--- config.mk ---
export PLATFORM = sky130hd
export DESIGN_NAME = set_mode_ctrl
export DESIGN_NICKNAME = d
export VERILOG_FILES = /design/src/rtl/set_mode_ctrl.sv
export SDC_FILE = /design/constraint.sdc
export NUM_CORES = 1
export LEC_CHECK = 0
export ABC_AREA = 0
export BUFFER_PORTS_ARGS = -buffer_cell sky130_fd_sc_hd__clkbuf_2
export CAP_MARGIN = 10
export CELL_PAD_IN_SITES_DETAIL_PLACEMENT = 0
export CELL_PAD_IN_SITES_GLOBAL_PLACEMENT = 2
export CORE_MARGIN = 10
export CORE_UTILIZATION = 39
export DETAILED_ROUTE_END_ITERATION = 8
export GPL_ROUTABILITY_DRIVEN = 0
export GPL_TIMING_DRIVEN = 0
export PLACE_DENSITY_LB_ADDON = 0.1
export SYNTH_ARGS = -nofsm -noshare
export SYNTH_HDL_FRONTEND = slang
export SYNTH_SLANG_ARGS = --single-unit
--- constraint.sdc ---
create_clock -name CLK_50 -period 3.9 [get_ports CLK_50]
set_clock_uncertainty 0.05 [all_clocks]
set_input_delay 0.195 -clock CLK_50 [delete_from_list [all_inputs] [get_ports CLK_50]]
set_output_delay 0.195 -clock CLK_50 [all_outputs]
set_load 0.005 [all_outputs]
--- src/rtl/set_mode_ctrl.sv ---
// set_mode_ctrl
//   Two-key setting sequencer for the clock-calendar. MODE walks the setting
//   state machine RUN -> HR -> MIN -> YEAR -> MON -> DAY -> RUN, and INC fires
//   a one-cycle increment strobe to the counter of the field being set.
//   An idle timeout returns to RUN. A blink phase drives the field blanking.
//
// Optional feature macro: SET_AUTOREPEAT_EN
//   Defined   : a held INC auto-repeats after REPEAT_DELAY_MS, then every
//               REPEAT_RATE_MS ticks.
//   Undefined : exactly one strobe per INC press; REPEAT_* unused.
//
// Ports
//   CLK_50      in   system clock, rising edge
//   CR          in   asynchronous active-high reset
//   tick_1k     in   single-cycle 1 kHz strobe; all ms timing counts it
//   mode_key    in   raw MODE key (asynchronous, active-high)
//   inc_key     in   raw INC key (asynchronous, active-high)
//   adj_hr      out  hour increment strobe
//   adj_min     out  minute increment strobe
//   year_add    out  year increment strobe
//   month_add   out  month increment strobe
//   day_add     out  day increment strobe
//   blink_mask  out  {hr,min,year,mon,day}; 1 blanks that field
//   flag        out  1 = date view
//   setting     out  1 whenever not in RUN
//
// Strobe contract: each increment strobe is a one-cycle pulse with no
// back-pressure; the counter must accept it in the cycle it is high. At most
// one strobe is high per cycle, and strobes never fire from RUN.
module set_mode_ctrl #(
  parameter int unsigned DEBOUNCE_MS     = 20,
  parameter int unsigned REPEAT_DELAY_MS = 600,
  parameter int unsigned REPEAT_RATE_MS  = 150,
  parameter int unsigned TIMEOUT_MS      = 10000,
  parameter int unsigned BLINK_HALF_MS   = 250
) (
  input  logic       CLK_50,
  input  logic       CR,
  input  logic       tick_1k,
  input  logic       mode_key,
  input  logic       inc_key,
  output logic       adj_hr,
  output logic       adj_min,
  output logic       year_add,
  output logic       month_add,
  output logic       day_add,
  output logic [4:0] blink_mask,
  output logic       flag,
  output logic       setting
);

  typedef enum logic [2:0] {
    RUN      = 3'd0,
    SET_HR   = 3'd1,
    SET_MIN  = 3'd2,
    SET_YEAR = 3'd3,
    SET_MON  = 3'd4,
    SET_DAY  = 3'd5
  } state_t;

  localparam logic [7:0]  DB_LIM = DEBOUNCE_MS[7:0];
  localparam logic [13:0] TO_LIM = TIMEOUT_MS[13:0];
  localparam logic [15:0] BL_LIM = BLINK_HALF_MS[15:0];

  // Key index 0 = MODE, 1 = INC.
  logic [1:0]      key_s1_q, key_s2_q;
  logic [1:0]      key_acc_q, key_acc_d;
  logic [1:0]      key_arm_q, key_arm_d;
  logic [1:0][7:0] db_cnt_q, db_cnt_d;
  logic [1:0]      key_press;

  state_t          state_q, state_d;
  logic [4:0]      strobe_q, strobe_d;
  logic [13:0]     to_cnt_q, to_cnt_d;
  logic [15:0]     bl_cnt_q, bl_cnt_d;
  logic            bl_phase_q, bl_phase_d;

  logic            mode_ev, inc_ev, is_set, rep_fire, timeout_hit, fire;

  function automatic logic [4:0] field_of(input state_t s);
    case (s)
      SET_HR:   field_of = 5'b10000;
      SET_MIN:  field_of = 5'b01000;
      SET_YEAR: field_of = 5'b00100;
      SET_MON:  field_of = 5'b00010;
      SET_DAY:  field_of = 5'b00001;
      default:  field_of = 5'b00000;
    endcase
  endfunction

  function automatic state_t next_mode(input state_t s);
    case (s)
      RUN:      next_mode = SET_HR;
      SET_HR:   next_mode = SET_MIN;
      SET_MIN:  next_mode = SET_YEAR;
      SET_YEAR: next_mode = SET_MON;
      SET_MON:  next_mode = SET_DAY;
      default:  next_mode = RUN;
    endcase
  endfunction

  // Debounce: a level is accepted after DB_LIM consecutive differing tick
  // samples. A key only becomes "armed" after a released sample has been
  // seen, so a key held through reset produces no press until re-pressed.
  always_comb begin
    key_acc_d = key_acc_q;
    key_arm_d = key_arm_q;
    db_cnt_d  = db_cnt_q;
    key_press = 2'b00;
    if (tick_1k) begin
      for (int k = 0; k < 2; k++) begin
        if (!key_s2_q[k]) key_arm_d[k] = 1'b1;
        if (key_s2_q[k] == key_acc_q[k]) begin
          db_cnt_d[k] = 8'd0;
        end else if (db_cnt_q[k] + 8'd1 == DB_LIM) begin
          key_acc_d[k] = key_s2_q[k];
          db_cnt_d[k]  = 8'd0;
          key_press[k] = key_s2_q[k] & key_arm_q[k];
        end else begin
          db_cnt_d[k] = db_cnt_q[k] + 8'd1;
        end
      end
    end
  end

  assign mode_ev = key_press[0];
  assign inc_ev  = key_press[1];
  assign is_set  = (state_q != RUN);

  // Any key event (press or repeat) restarts the idle count, so the timeout
  // only fires on a tick without one.
  assign timeout_hit = is_set & tick_1k & ~mode_ev & ~inc_ev & ~rep_fire &
                       (to_cnt_q + 14'd1 == TO_LIM);

`ifdef SET_AUTOREPEAT_EN
  localparam logic [15:0] RD_LIM = REPEAT_DELAY_MS[15:0];
  localparam logic [15:0] RR_LIM = REPEAT_RATE_MS[15:0];

  logic        rep_on_q, rep_on_d, rep_first_q, rep_first_d;
  logic [15:0] rep_cnt_q, rep_cnt_d;

  assign rep_fire = tick_1k & rep_on_q & key_acc_q[1] & is_set & ~mode_ev &
                    (rep_cnt_q + 16'd1 == (rep_first_q ? RD_LIM : RR_LIM));

  // Repeat is armed only by a real INC press; MODE, timeout, leaving the SET
  // states or an accepted release all disarm it.
  always_comb begin
    rep_on_d    = rep_on_q;
    rep_first_d = rep_first_q;
    rep_cnt_d   = rep_cnt_q;
    if (mode_ev || !is_set || timeout_hit) begin
      rep_on_d  = 1'b0;
      rep_cnt_d = 16'd0;
    end else if (inc_ev) begin
      rep_on_d    = 1'b1;
      rep_first_d = 1'b1;
      rep_cnt_d   = 16'd0;
    end else if (rep_fire) begin
      rep_first_d = 1'b0;
      rep_cnt_d   = 16'd0;
    end else if (tick_1k && rep_on_q) begin
      if (!key_acc_q[1]) begin
        rep_on_d  = 1'b0;
        rep_cnt_d = 16'd0;
      end else begin
        rep_cnt_d = rep_cnt_q + 16'd1;
      end
    end
  end

  always_ff @(posedge CLK_50 or posedge CR) begin
    if (CR) begin
      rep_on_q    <= 1'b0;
      rep_first_q <= 1'b0;
      rep_cnt_q   <= 16'd0;
    end else begin
      rep_on_q    <= rep_on_d;
      rep_first_q <= rep_first_d;
      rep_cnt_q   <= rep_cnt_d;
    end
  end
`else
  logic unused_rep;
  assign unused_rep = REPEAT_DELAY_MS[0] ^ REPEAT_RATE_MS[0];
  assign rep_fire   = 1'b0;
`endif

  // Next state, strobe, idle timer and blink. MODE takes priority over INC.
  always_comb begin
    state_d    = state_q;
    strobe_d   = 5'b00000;
    to_cnt_d   = to_cnt_q;
    bl_cnt_d   = bl_cnt_q;
    bl_phase_d = bl_phase_q;
    fire       = 1'b0;
    if (mode_ev) begin
      state_d  = next_mode(state_q);
      to_cnt_d = 14'd0;
    end else if (is_set) begin
      if (inc_ev || rep_fire) begin
        fire     = 1'b1;
        to_cnt_d = 14'd0;
      end else if (timeout_hit) begin
        state_d  = RUN;
        to_cnt_d = 14'd0;
      end else if (tick_1k) begin
        to_cnt_d = to_cnt_q + 14'd1;
      end
    end
    if (fire) strobe_d = field_of(state_q);
    // Field shown steadily right after entry or adjustment.
    if (state_d != state_q || fire || !is_set) begin
      bl_cnt_d   = 16'd0;
      bl_phase_d = 1'b0;
    end else if (tick_1k) begin
      if (bl_cnt_q + 16'd1 == BL_LIM) begin
        bl_cnt_d   = 16'd0;
        bl_phase_d = ~bl_phase_q;
      end else begin
        bl_cnt_d = bl_cnt_q + 16'd1;
      end
    end
  end

  always_ff @(posedge CLK_50 or posedge CR) begin
    if (CR) begin
      key_s1_q   <= 2'b00;
      key_s2_q   <= 2'b00;
      key_acc_q  <= 2'b00;
      key_arm_q  <= 2'b00;
      db_cnt_q   <= '0;
      state_q    <= RUN;
      strobe_q   <= 5'b00000;
      to_cnt_q   <= 14'd0;
      bl_cnt_q   <= 16'd0;
      bl_phase_q <= 1'b0;
    end else begin
      key_s1_q   <= {inc_key, mode_key};
      key_s2_q   <= key_s1_q;
      key_acc_q  <= key_acc_d;
      key_arm_q  <= key_arm_d;
      db_cnt_q   <= db_cnt_d;
      state_q    <= state_d;
      strobe_q   <= strobe_d;
      to_cnt_q   <= to_cnt_d;
      bl_cnt_q   <= bl_cnt_d;
      bl_phase_q <= bl_phase_d;
    end
  end

  assign adj_hr     = strobe_q[4];
  assign adj_min    = strobe_q[3];
  assign year_add   = strobe_q[2];
  assign month_add  = strobe_q[1];
  assign day_add    = strobe_q[0];
  assign setting    = is_set;
  assign flag       = (state_q == SET_YEAR) || (state_q == SET_MON) ||
                      (state_q == SET_DAY);
  assign blink_mask = field_of(state_q) & {5{bl_phase_q}};

endmodule
==> impl_results.md <==
* Gr usage total at 0.140
* Fmax at 0.335 GHz
* Max_slew headroom at 0.453
* Initial Util at 0.405
* DIE AREA at 14800 µm²
* Layout cells sized above 1 at 0.150
* Area grow syn2layout at 12.1%
* PD cells at 311 nW/µm²
* Crit Path Max Fanout at 10
* Remaining global-route overflow at 0
* Post-DP HPWL at 6940 µm
* Wire per inst at 16.6 µm
* Logic gate share of total power at 0.056
* Asr flop ratio synth at 1.00
* Max IR drop VDD at 0.161 mV
* Setup TNS Final at 0 ps
* Initial antenna violation count at 0
* Antenna Nets Post-Route at 0
* Resized Gates After CTS at 0
* Switching Fraction at 0.246
* Root Buffer: clkbuf_8
* # DRC at 0
* Starting DRC count in detailed routing at 217
* Syn avg cell area at 9.16 µm²
* Max Slew Vio Count at 0
* Vias at 3419
* Total CTS buffers at 9
* Leakage at 1.88 nW
* Number of port buffers at 15
* Filler cells at 975
* HP Class: in2reg
* Syn Nets at 451
* Hold depth at 3
* TritonCTS Sinks at 63
* Post-synth design cell area at 4010 µm²
* Final WL at 10100 µm
* CP endpoint kind: flop
* Total power at 1.40 mW
* Clock transition at the registers of the reported paths at 70 ps
* Clk_lat worst skew at 350 ps
* Synth area leader: dfrtp_1
* CTS max path bufs at 2
* Top cells by area, synth: dfrtp_1 (39%), nand2_1 (4.9%), nand3_1 (3.7%), ha_1 (2.5%), nand4_1 (2.5%)
* Sequential-to-total area share from yosys stat at 0.393
* CP Launch Type: flop
* Outcome: complete, no violations
* Row cnt at 36
* Via density at 5.65
* Switch Pwr at 0.344 mW
* Synthesis-stage register bit count at 63
* Seq pwr share at 0.496
* Core Region at 9910 µm²
* Worst R2R Setup Slack at 920 ps
* Fin nets at 480
* P_int at 1.06 mW
* Worst R2R Path Depth at 10
* Worst slew pin tran at 820 ps
* RSZ-0062 raised after global routing: no
* Die width at 121 µm
* First-pass GRT wire length at 17000 µm
* Worst Setup Slack, final at 915 ps
* Pin count of the biggest net entering global routing at 64
* Final Hold Fails at 0
* Ant. Diodes at 0
* H-tree levels at 3
* Top_reg_cell synth: dfrtp_1
* Top cell type's share of synthesized area at 0.393
* Fin crit period at 2980 ps
* YS warnings at 0
* Pre-CTS setup slack at 931 ps
* Critical Path RT at 4070 ps
* Period utilization at 0.765
* CP Class: reg2reg
* Top Ports at 17
* CTS tree: yes
* Post-synth EDFFs at 0
* Power share of the clock group at 0.448
* Max_cap viols at 0
* Gate count of the mapped netlist at 438
* CP arrival at 3150 ps
* Final Setup Violations at 0
* Die H at 121 µm
* Vias in the first global route at 3290
* Synth cell types at 70
* DR pass1 iterations at 4
cell usage after synthesis, types with 6 or more instances:
cell,number
mux2i_1,6
o31ai_1,6
nand2_1,52
buf_2,11
xor2_1,7
dfrtp_1,63
inv_1,14
a22o_1,11
o21ai_0,17
and3_1,14
xnor2_1,10
a31oi_1,7
nor2_1,25
nor2b_1,6
nand4_1,16
a21oi_1,9
clkbuf_1,9
ha_1,8
nor3_1,11
nand3_1,30
critical path: stages, from the launching register on:
cell     delay [ps]
dfrtp_1         480
ha_1            300
or4b_1          460
o41ai_1          90
a21oi_1         170
or4b_4          590
o31a_1          140
buf_6           150
buf_6           140
a41oi_1         190
o22ai_1         110
sequential cells by signal (all words and copies together) (netlist names):
name and flops:
key_s1_q 2, bl_phase_q 1, db_cnt_q 16, strobe_q 5, to_cnt_q 14, key_s2_q 2
key_acc_q 2, state_q 3, key_arm_q 2, bl_cnt_q 16
cell families (layout without fill, tap and decap cells):
kind of cell,Yosys count,after routing,share of synthesized area
and+or+nand+nor,200,200,0.276
buffers and inverters,42,76,0.0514
xor gates and xnor gates,18,18,0.0411
adders and majority gates,8,8,0.0249
muxes,10,10,0.0262
AOI/OAI and AO/OA,97,97,0.187
DFF,63,63,0.393
power by group through the flow:
stage                     combinational [mW]  sequential [mW]  clock [mW]
final                                 0.0790            0.694       0.627
after global routing                  0.0914            0.697       0.674
after CTS                             0.0807            0.694       0.650
after detailed placement              0.0784            0.707           0
after global placement                0.0771            0.706           0
after floorplan                       0.0589            0.700           0
worst paths after layout:
check | to | startpoint
max | bl_cnt_q[14] | db_cnt_q[8]
min | bl_cnt_q[0] | tick_1k
max reg2reg | bl_cnt_q[14] | db_cnt_q[8]
min reg2reg | key_s2_q[1] | key_s1_q[1]
max in group asynchronous | bl_cnt_q[8] | CR
min in group asynchronous | key_s1_q[1] | CR
cell usage in the layout (no fill, tap or decap), types with 3 or more instances in the layout:
| master | count |
|---|---|
| nand4_1 | 16 |
| nor4b_1 | 3 |
| clkbuf_2 | 16 |
| o22ai_1 | 4 |
| and2_1 | 5 |
| a31oi_1 | 7 |
| nor3b_1 | 4 |
| nor2_1 | 25 |
| o31ai_1 | 6 |
| dfrtp_1 | 63 |
| clkbuf_8 | 9 |
| a22o_1 | 11 |
| clkbuf_1 | 10 |
| a21oi_1 | 9 |
| mux2i_1 | 6 |
| buf_6 | 4 |
| or3_1 | 5 |
| a21o_1 | 4 |
| mux2_2 | 4 |
| and3_1 | 14 |
| nand2b_1 | 4 |
| o311ai_0 | 3 |
| o21ai_0 | 17 |
| nor2b_1 | 6 |
| o41ai_1 | 4 |
| xor2_1 | 7 |
| nor3_1 | 11 |
| a31o_1 | 5 |
| nand2_1 | 52 |
| ha_1 | 8 |
| nand3_1 | 30 |
| dlygate4sd3_1 | 3 |
| buf_2 | 11 |
| xnor2_1 | 10 |
| and4_1 | 5 |
| inv_1 | 13 |
| o211ai_1 | 3 |
| a41oi_1 | 3 |
layout make-up:
class | instances | area (µm²) | share of cell area
repair buffers | 18 | 105 | 0.0234
flip-flops and latches | 63 | 1580 | 0.350
inverters | 14 | 55.1 | 0.0122
clock buffers | 10 | 128 | 0.0284
well taps | 133 | 166 | 0.0370
multi-input cells | 333 | 2230 | 0.496
plain buffers | 28 | 154 | 0.0342
clock inverters | 6 | 85.1 | 0.0189
metal layers:
layer	vias up	global-route usage	part of all wire	routed length [µm]
li1	1700	-	-	-
met2	51	0.233	0.48	4810
met4	0	0.0432	0.014	145
met1	1655	0.179	0.48	4780
met5	-	0	0	0
met3	13	0.0275	0.031	308
per-stage QoR:
stage | area (µm²) | utilization | cells | hold WS (ps)
after global placement | 4260 | 0.429 | 586 | 253
final | 4500 | 0.454 | 605 | 295
after floorplan | 4010 | - | 438 | 176
after global routing | 4500 | 0.454 | 605 | 314
after CTS | 4500 | 0.454 | 605 | 279
after detailed placement | 4260 | 0.430 | 586 | 256
timing repair:
item                                    CTS  global route
endpoints found under the setup margin    0             0
endpoints found under the hold margin    50             0
setup buffers                             0             0
hold buffers                              3             0
(Power assumes the default switching activity.)
